[config.mk]
export PLATFORM = sky130hd
export DESIGN_NAME = encoder16to4_serial
export DESIGN_NICKNAME = d
export VERILOG_FILES = /design/src/rtl/encoder_pkg.sv /design/src/rtl/priority_enc16.sv /design/src/rtl/encoder16to4_serial.sv
export SDC_FILE = /design/constraint.sdc
export NUM_CORES = 1
export LEC_CHECK = 0
export BUFFER_PORTS_ARGS = -buffer_cell sky130_fd_sc_hd__buf_2
export CORE_UTILIZATION = 58
export DETAILED_ROUTE_END_ITERATION = 16
export PLACE_DENSITY = 0.81
export SLEW_MARGIN = 20
export SYNTH_ARGS = -nofsm -noshare
export SYNTH_HDL_FRONTEND = slang
export SYNTH_SLANG_ARGS = --single-unit
[constraint.sdc]
create_clock -name i_clk -period 2.7 [get_ports i_clk]
set_input_delay 0.54 -clock i_clk [delete_from_list [all_inputs] [get_ports i_clk]]
set_output_delay 0.54 -clock i_clk [all_outputs]
set_load 0.01 [all_outputs]
[src/rtl/encoder_pkg.sv]
// Shared types and sizes for the serial 16-to-4 encoder.
package encoder_pkg;

  localparam int WIDTH  = 16;
  localparam int CODE_W = 4;

  typedef enum logic {
    ST_IDLE = 1'b0,
    ST_SCAN = 1'b1
  } state_t;

endpackage

[src/rtl/priority_enc16.sv]
// Combinational lowest-set-bit finder with empty and single-bit flags.
module priority_enc16
  import encoder_pkg::*;
(
  input  logic [WIDTH-1:0]  i_vec,
  output logic [CODE_W-1:0] o_idx,
  output logic              o_none,
  output logic              o_single
);

  // Descending scan so the lowest set bit is the last one written.
  always_comb begin
    o_idx = '0;
    for (int i = WIDTH - 1; i >= 0; i--) begin
      if (i_vec[i]) o_idx = CODE_W'(i);
    end
  end

  assign o_none   = (i_vec == '0);
  assign o_single = !o_none && ((i_vec & (i_vec - WIDTH'(1))) == '0);

endmodule

[src/rtl/encoder16to4_serial.sv]
// Serial 16-to-4 encoder: captures a request vector and streams the index
// of each set bit, lowest first, over a valid/ready output.
module encoder16to4_serial
  import encoder_pkg::*;
(
  input  logic              i_clk,
  input  logic              i_reset_n,
  input  logic              i_enable,
  input  logic [WIDTH-1:0]  i_enc_in,
  input  logic              i_in_valid,
  output logic              o_in_ready,
  output logic [CODE_W-1:0] o_enc_out,
  output logic              o_out_valid,
  input  logic              i_out_ready,
  output logic              o_out_last,
  output logic              o_done
);

  state_t              r_state, w_state_nxt;
  logic [WIDTH-1:0]    r_pending, w_pending_nxt;
  logic [CODE_W-1:0]   r_enc_out, w_enc_nxt;
  logic                r_out_last, w_last_nxt;
  logic                r_done, w_done_nxt;

  logic [CODE_W-1:0]   w_in_idx, w_rest_idx;
  logic                w_in_none, w_in_single;
  logic                w_rest_none, w_rest_single;
  logic [WIDTH-1:0]    w_rest;
  logic                w_in_xfer, w_out_xfer;

  // Remaining work once the code currently on the output is accepted.
  assign w_rest = r_pending & ~(WIDTH'(1) << r_enc_out);

  priority_enc16 u_in_enc (
    .i_vec    (i_enc_in),
    .o_idx    (w_in_idx),
    .o_none   (w_in_none),
    .o_single (w_in_single)
  );

  priority_enc16 u_rest_enc (
    .i_vec    (w_rest),
    .o_idx    (w_rest_idx),
    .o_none   (w_rest_none),
    .o_single (w_rest_single)
  );

  assign o_in_ready  = (r_state == ST_IDLE) && !i_enable && i_reset_n;
  assign o_out_valid = (r_state == ST_SCAN) && !i_enable && i_reset_n;
  assign o_enc_out   = r_enc_out;
  assign o_out_last  = r_out_last;
  assign o_done      = r_done;

  assign w_in_xfer  = i_in_valid  && o_in_ready;
  assign w_out_xfer = o_out_valid && i_out_ready;

  always_comb begin
    w_state_nxt   = r_state;
    w_pending_nxt = r_pending;
    w_enc_nxt     = r_enc_out;
    w_last_nxt    = r_out_last;
    w_done_nxt    = 1'b0;
    case (r_state)
      ST_IDLE: begin
        if (w_in_xfer) begin
          if (w_in_none) begin
            w_done_nxt = 1'b1;
          end else begin
            w_pending_nxt = i_enc_in;
            w_enc_nxt     = w_in_idx;
            w_last_nxt    = w_in_single;
            w_state_nxt   = ST_SCAN;
          end
        end
      end
      ST_SCAN: begin
        if (w_out_xfer) begin
          w_pending_nxt = w_rest;
          if (w_rest_none) begin
            w_state_nxt = ST_IDLE;
            w_done_nxt  = 1'b1;
          end else begin
            w_enc_nxt  = w_rest_idx;
            w_last_nxt = w_rest_single;
          end
        end
      end
      default: w_state_nxt = ST_IDLE;
    endcase
  end

  always_ff @(posedge i_clk) begin
    if (!i_reset_n) begin
      r_state    <= ST_IDLE;
      r_pending  <= '0;
      r_enc_out  <= '0;
      r_out_last <= 1'b0;
      r_done     <= 1'b0;
    end else begin
      r_state    <= w_state_nxt;
      r_pending  <= w_pending_nxt;
      r_enc_out  <= w_enc_nxt;
      r_out_last <= w_last_nxt;
      r_done     <= w_done_nxt;
    end
  end

endmodule

==> results of run 1 <==
sequential cells by signal (all words and copies together) (netlist names):
name	flops
o_out_last	1
r_pending	16
o_enc_out	4
o_done	1
r_state	1
stage by stage:
stage          hold WS [ns]  worst slack [ns]  cells   util
2_1_floorplan         0.467             0.537    296      -
4_1_cts               0.507             0.210    369  0.682
5_1_grt               0.512           0.00280    369  0.682
3_3_place_gp          0.482             0.324    365  0.674
3_5_place_dp          0.490             0.229    365  0.674
6_report              0.511             0.184    369  0.682
worst min path at each step:
stage,startpoint,end,cells past startpoint
after CTS,r_pending[1],r_pending[1],2
after floorplan,r_pending[8],r_pending[8],2
final,r_pending[1],r_pending[1],2
after detailed placement,r_pending[1],r_pending[1],2
after global routing,i_reset_n,o_done,2
after global placement,r_pending[1],r_pending[1],2
placed cells by master, fill, tap and decap left out, types with 3 or more instances in the layout:
cell,instances
nor3_1,9
or3_1,3
nor2b_1,4
nand3b_1,3
o31ai_1,3
o31a_1,3
mux2i_1,7
o21a_1,5
a31oi_1,6
nand2b_1,8
o21ai_1,3
a21oi_1,26
nand2_1,37
inv_1,3
o211ai_1,5
a211oi_1,10
buf_2,28
clkbuf_4,3
o21ai_0,26
nand3_1,7
buf_4,10
dfxtp_1,23
nor2_1,40
power groups by stage:
stage / Sequential [mW] / Clock, mW / Combinational [mW]
floorplan: 0.383 / 0 / 0.214
global placement: 0.394 / 0 / 0.288
detailed placement: 0.395 / 0 / 0.294
CTS: 0.388 / 0.162 / 0.295
global route: 0.392 / 0.172 / 0.332
finish: 0.388 / 0.162 / 0.300
layout make-up:
cell class | instances | area (um2) | area share
Multi-Input combinational cell | 254 | 1550 | 0.667
Sequential cell | 23 | 460 | 0.198
Timing Repair Buffer | 38 | 215 | 0.0924
Tap cell | 46 | 57.6 | 0.0247
Clock buffer | 4 | 26.3 | 0.0113
Inverter | 4 | 15.0 | 0.00645
metal layers:
layer  vias to the layer above  part of all wire  wire (um)  track usage
met4                         0             0.018        108        0.108
li1                       1177                 -          -            -
met3                        16             0.079        470       0.0239
met5                         -                 0          0            0
met1                      1099              0.45       2670        0.457
met2                       123              0.46       2720        0.537
logic make-up (layout without fill, tap and decap cells):
logic type / after synthesis / count (layout) / synth area share
AOI/OAI and AO/OA: 112 / 112 / 0.366
buffers and inverters: 19 / 46 / 0.0462
and+or+nand+nor: 131 / 131 / 0.314
adders and majority gates: 2 / 2 / 0.0101
DFF: 23 / 23 / 0.218
muxes: 9 / 9 / 0.0456
critical path: cells and delay by family (launching register included):
| kind | cells | cell delay [ns] |
|---|---|---|
| flops | 1 | 0.69 |
| simple gates | 2 | 0.69 |
| compound gates | 4 | 1.01 |
==> flow_summary.toml, run 1 <==
[timing]
finalHoldViolCount = 0
relSlewSlack = 0.353
min_period_ns = 2.52
max_freq_ghz = 0.397
finalCritPeriodShare = 0.932
finalSetupTns_ns = 0
tightest_slew_ns = 0.970
rsz0062_at_grt = "no"
setup_viol = 0
report.final.slew_viol_count = 0
clock_skew_ns = 0.00878

[cts]
cts_buffers = 3
cts_sinks = 23
cts_tree = "done"
post_cts_buffers = 0
cts_root_buf = "clkbuf_4"
cts_hold_buf = 0
post_cts_resized = 0
clk_pin_slew_ns = 0.13
clk_path_buf_depth = 2
clock_latency_ns = 0.31
cts_max_level = 1

[placement]
portBuffers = 28
place_area_mm2 = 0.00230
gp_congestion = 0.911
hpwlAfterDp_mm = 4.44

[yosys]
ys_top_cells_by_count = "nor2_1 (40), nand2_1 (37), a21oi_1 (26), o21ai_0 (26), dfxtp_1 (23)"
ys_ff_latch = 23
synth-seq-area-share = 0.218
synthCells = 296
synth_warnings = 0
synth_top_area_share = 0.218
async_reset_ff_frac = 0
syn_nets = 317
synth_ff_type = "dfxtp_1"
synth_edf_count = 0
synthTopCellsByArea = "dfxtp_1 (22%), nor2_1 (7.1%), nand2_1 (6.6%), a21oi_1 (6.2%), o21ai_0 (6.2%)"
yosysTopAreaCell = "dfxtp_1"
synth.most_common_cell = "nor2_1"
avgSynthCellArea_um2 = 7.14
ys_types = 65
synth_area_mm2 = 0.00211

[die]
die-area_mm2 = 0.00389
pin_count = 29
initial_core_util = 0.618
core_area_mm2 = 0.00342
die_h_um = 62.3
die_w_um = 62.3
num_rows = 21

[pwr]
pwr-share-clk = 0.191
combPwrFrac = 0.352
p_int_mw = 0.539
p_sw_mw = 0.311
power_mw = 0.850
irDropWorstVdd_v = 0.000196
swShare = 0.366
power_frac_seq = 0.457
p_leak_nw = 0.808
powerDensity_mw_per_mm2 = 365

[grt]
grt_max_degree = 32
grt_pass1_wl_mm = 10.3
grt_pass1_vias = 2134
grt_antenna_before_repair = 0
grt_use_total = 0.328
gr-total-overflow = 0

[critical_path]
cp.arrival_ns = 2.72
worst_r2r_endpoint = "o_enc_out[3]"
cp_cell_sequence = "nand2_1 > o32ai_2 > o21ai_1 > and4b_4 > o22ai_4 > a311oi_1"
cp-endpoint = "o_enc_out[3]"
reg2reg_from = "o_enc_out[2]"
required_ns = 2.90
rrSetupSlack_ns = 0.18
startpoint = "o_enc_out[2]"
crit_path_max_incr_delay_ns = 0.69
crit_path_start_kind = "flip-flop"
crit_path_end_kind = "flip-flop"
cp_slowest_cell = "dfxtp_1"
critPathKind = "flip-flop to flip-flop"
r2r_cells = 6
worstPathMaxFanout = 15

[routing]
ant_nets = 0
vias_per_cell = 6.54
wl_mm = 5.97
first_pass_iters = 5
drc = 0
drt_iter0_drc = 190
avgRoutedWirePerCell_um = 16.2
vias = 2415

[job]
drv_cap = 0

[final_layout]
area_growth_syn_to_layout_pct = 10.2
design_area_mm2 = 0.00233
fillers = 305
antenna_cells = 0
drive_gt1_frac = 0.180
fin_nets = 345

[outcome]
status = "finished clean"

[hold_path]
hold_path_class = "flip-flop to flip-flop"
Note: power is estimated with default switching activity, not from simulation.
==> run 2, diff against run 1 <==
- PLACE_DENSITY: 0.81 -> 0.76
- SETUP_SLACK_MARGIN: default -> 0.05
==> flow_summary.toml, run 2 (same netlist as run 1, synthesis figures left out) <==
[final_layout]
area_growth_syn_to_layout_pct = 10.7
fillers = 338
largest_reg_flops = 16
drive_gt1_frac = 0.188
antenna_cells = 0
layout_commonest_cell = "nor2_1"
top_register = "r_pending"
mostFrequentLayoutCells = "nor2_1 (40), nand2_1 (37), buf_2 (28), a21oi_1 (26), o21ai_0 (26)"
fin_nets = 346

[critical_path]
cp.arrival_ns = 2.64
required_ns = 2.91
rrSetupSlack_ns = 0.27
crit_path_max_incr_delay_ns = 0.69
worstPathMaxFanout = 15
r2r_cells = 7
worst_r2r_endpoint = "r_state"
cp_slowest_cell = "dfxtp_1"
crit_path_start_kind = "flip-flop"
reg2reg_from = "o_enc_out[3]"
critPathKind = "flip-flop to flip-flop"
crit_path_end_kind = "flip-flop"
cp_cell_sequence = "nand2_1 > o32ai_2 > o21ai_1 > and4b_4 > nand3b_1 > a22oi_1 > nor2_1"

[placement]
hpwlAfterDp_mm = 4.38
portBuffers = 28
gp_congestion = 0.820

[outcome]
status = "finished clean"

[hold_path]
hold_end = "r_pending[13]"
hold_path_class = "input pin to flip-flop"
holdCritStartpoint = "i_enc_in[13]"
min_path_cells = 3

[timing]
finalCritPeriodShare = 0.899
hold-worst-slack_ns = 0.502
finalHoldViolCount = 0
relSlewSlack = 0.349
max_freq_ghz = 0.412
min_period_ns = 2.43
clock_skew_ns = 0.0104
rsz0062_at_grt = "no"
report.final.slew_viol_count = 0
setup_viol = 0
tightest_slew_ns = 0.976
finalSetupTns_ns = 0

[routing]
avgRoutedWirePerCell_um = 15.8
drc = 0
first_pass_iters = 5
vias_per_cell = 6.24
wl_mm = 5.86
vias = 2308
ant_nets = 0
drt_iter0_drc = 235

[cts]
cts_tree = "done"
cts_sinks = 23
clock_latency_ns = 0.32
cts_buffers = 3
cts_hold_buf = 0
cts_max_level = 1
clk_pin_slew_ns = 0.14
clk_path_buf_depth = 2
cts_root_buf = "clkbuf_4"

[grt]
grt_antenna_before_repair = 0
grt_max_degree = 32
grt_pass1_wl_mm = 10.1
grt_use_total = 0.324
grt_pass1_vias = 2112
gr-total-overflow = 0

[die]
pin_count = 29
core_area_mm2 = 0.00342
die_w_um = 62.3
initial_core_util = 0.618
num_rows = 21
die-area_mm2 = 0.00389
die_h_um = 62.3

[pwr]
p_leak_nw = 0.815
p_sw_mw = 0.318
power_frac_seq = 0.455
powerDensity_mw_per_mm2 = 365
p_int_mw = 0.537
irDropWorstVdd_v = 0.000181
combPwrFrac = 0.350
swShare = 0.372
pwr-share-clk = 0.196

[job]
drv_cap = 0
-- run 2: how the worst max path moves through the flow --
stage	from	end	slack [ns]	cells past startpoint
floorplan	i_enc_in[2]	r_pending[15]	0.54	7
global placement	o_enc_out[0]	r_state	0.29	7
CTS	o_enc_out[0]	r_state	0.26	8
detailed placement	i_enc_in[2]	r_pending[0]	0.24	7
global route	o_enc_out[3]	o_enc_out[3]	0.05	7
finish	o_enc_out[3]	r_state	0.27	7
-- run 2: metal layers --
metal | vias up | global-route usage | part of all wire | wire [um]
met1 | 1045 | 0.467 | 0.49 | 2850
met5 | - | 0 | 0 | 0
met2 | 85 | 0.521 | 0.45 | 2630
li1 | 1172 | - | - | -
met3 | 6 | 0.0165 | 0.054 | 317
met4 | 0 | 0.0959 | 0.011 | 62
-- run 2: metrics by stage --
step / power (mW) / utilization / std cells / setup WS, ns / cell area (um2)
after floorplan: 0.597 / - / 296 / 0.537 / 2110
after global placement: 0.684 / 0.676 / 366 / 0.288 / 2310
after detailed placement: 0.688 / 0.676 / 366 / 0.236 / 2310
after CTS: 0.850 / 0.684 / 370 / 0.257 / 2340
after global routing: 0.906 / 0.685 / 370 / 0.0548 / 2340
final: 0.855 / 0.685 / 370 / 0.274 / 2340
-- run 2: power groups by stage --
stage	clock network (mW)	registers (mW)	logic [mW]
2_1_floorplan	0	0.383	0.214
3_3_place_gp	0	0.394	0.290
3_5_place_dp	0	0.395	0.293
4_1_cts	0.168	0.387	0.295
5_1_grt	0.181	0.392	0.333
6_report	0.167	0.389	0.299
-- run 2: worst max-delay path: cells and delay by family (launching register included) --
family | cells | cell delay [ns]
flops | 1 | 0.69
compound gates | 3 | 0.78
simple gates | 4 | 0.85
-- run 2: final cells by class --
class                           count  area [um2]  area share
Clock buffer                        3        22.5     0.00963
Clock inverter                      1        5.00     0.00214
Inverter                            4        15.0     0.00642
Multi-Input combinational cell    254        1550       0.665
Sequential cell                    23         462       0.197
Tap cell                           46        57.6      0.0246
Timing Repair Buffer               39         223      0.0952
-- run 2: what timing repair did --
action,in CTS,in global routing
gates resized for setup,0,1
setup buffers,0,0
setup endpoints to repair,0,2
==> run 3, diff against run 2 <==
- CORE_ASPECT_RATIO: default -> 0.8
- HOLD_SLACK_MARGIN: default -> 0.05
==> flow_summary.toml, run 3 (same netlist as run 1, synthesis figures left out) <==
[outcome]
status = "finished clean"

[pwr]
powerDensity_mw_per_mm2 = 391
irDropWorstVdd_v = 0.000281
p_leak_nw = 0.816

[routing]
wl_mm = 5.93
vias = 2392
first_pass_iters = 5
drt_iter0_drc = 239
avgRoutedWirePerCell_um = 16.3
vias_per_cell = 6.57
ant_nets = 0
drc = 0

[cts]
clk_pin_slew_ns = 0.09
cts_root_buf = "clkbuf_8"
cts_sinks = 23
cts_buffers = 3
cts_max_level = 1
post_cts_buffers = 0
clk_path_buf_depth = 2
cts_tree = "done"
cts_hold_buf = 0
post_cts_resized = 0
clock_latency_ns = 0.28

[grt]
grt_pass1_wl_mm = 9.88
grt_max_degree = 32
grt_antenna_before_repair = 0
grt_use_total = 0.314
gr-total-overflow = 0
grt_pass1_vias = 2041

[die]
pin_count = 29
die_h_um = 56.0
initial_core_util = 0.613
num_rows = 19
die-area_mm2 = 0.00389
core_area_mm2 = 0.00345
die_w_um = 69.5

[timing]
hold-worst-slack_ns = 0.517
clock_skew_ns = 0.00771
finalSetupTns_ns = 0
finalCritPeriodShare = 0.904
report.final.slew_viol_count = 0
rsz0062_at_grt = "no"
finalHoldViolCount = 0
min_period_ns = 2.44
tightest_slew_ns = 0.977
setup_viol = 0
max_freq_ghz = 0.410
relSlewSlack = 0.349

[final_layout]
utilization = 0.678
top_register = "r_pending"
multi_input_area_mm2 = 0.00155
area_growth_syn_to_layout_pct = 10.6
fin_nets = 344
fillers = 313
antenna_cells = 0
largest_reg_flops = 16
seqCellArea_um2 = 460
drive_gt1_frac = 0.180
mostFrequentLayoutCells = "nor2_1 (40), nand2_1 (37), buf_2 (28), a21oi_1 (26), o21ai_0 (26)"
layout_commonest_cell = "nor2_1"

[critical_path]
worstPathMaxFanout = 16
crit_path_end_kind = "flip-flop"
critPathKind = "flip-flop to flip-flop"
required_ns = 2.86
crit_path_start_kind = "flip-flop"
cp.arrival_ns = 2.60

[placement]
gp_congestion = 0.944
hpwlAfterDp_mm = 4.47
portBuffers = 28

[job]
drv_cap = 0

[hold_path]
hold_path_class = "flip-flop to flip-flop"
==> run 3: final timing paths <==
path | from | end | slack (ns) | depth (start not counted)
min reg2reg | r_pending[1] | r_pending[1] | 0.52 | 2
max reg2reg | o_enc_out[0] | r_state | 0.26 | 7
max | o_enc_out[0] | r_state | 0.26 | 7
min | r_pending[1] | r_pending[1] | 0.52 | 2
==> run 3: routing by layer <==
metal  vias to the layer above  GRT usage  share of wire
li1                       1173          -              -
met1                      1127      0.477           0.50
met2                        85      0.460           0.43
met3                         7     0.0507          0.067
met4                         0     0.0758         0.0093
met5                         -          0              0
==> run 3: layout make-up <==
cell class                      count  area share
Inverter                            4     0.00643
Timing Repair Buffer               37      0.0889
Tap cell                           42      0.0225
Clock buffer                        3      0.0177
Multi-Input combinational cell    254       0.665
Clock inverter                      1     0.00214
Sequential cell                    23       0.197
==> run 3: worst max-delay path: stages, from the launching register on <==
cell and delay [ns]:
dfxtp_1 0.70, mux2_2 0.41, o32ai_2 0.29, o21ai_1 0.16, and4b_4 0.41, nand3b_1 0.12
a22oi_1 0.19, nor2_1 0.05
==> run 3: report_power, final <==
part	internal, mW	switching [mW]
Combinational	0.123	0.175
Clock	0.103	0.125
Sequential	0.357	0.0308
Total	0.583	0.330
==> run 3: stage by stage <==
| step | power (mW) | setup slack [ns] | instance area (um2) | instances |
|---|---|---|---|---|
| after detailed placement | 0.687 | 0.210 | 2290 | 360 |
| after floorplan | 0.597 | 0.537 | 2110 | 296 |
| final | 0.913 | 0.258 | 2340 | 364 |
| after global routing | 0.956 | 0.0727 | 2340 | 364 |
| after global placement | 0.684 | 0.286 | 2290 | 360 |
| after CTS | 0.909 | 0.255 | 2340 | 364 |
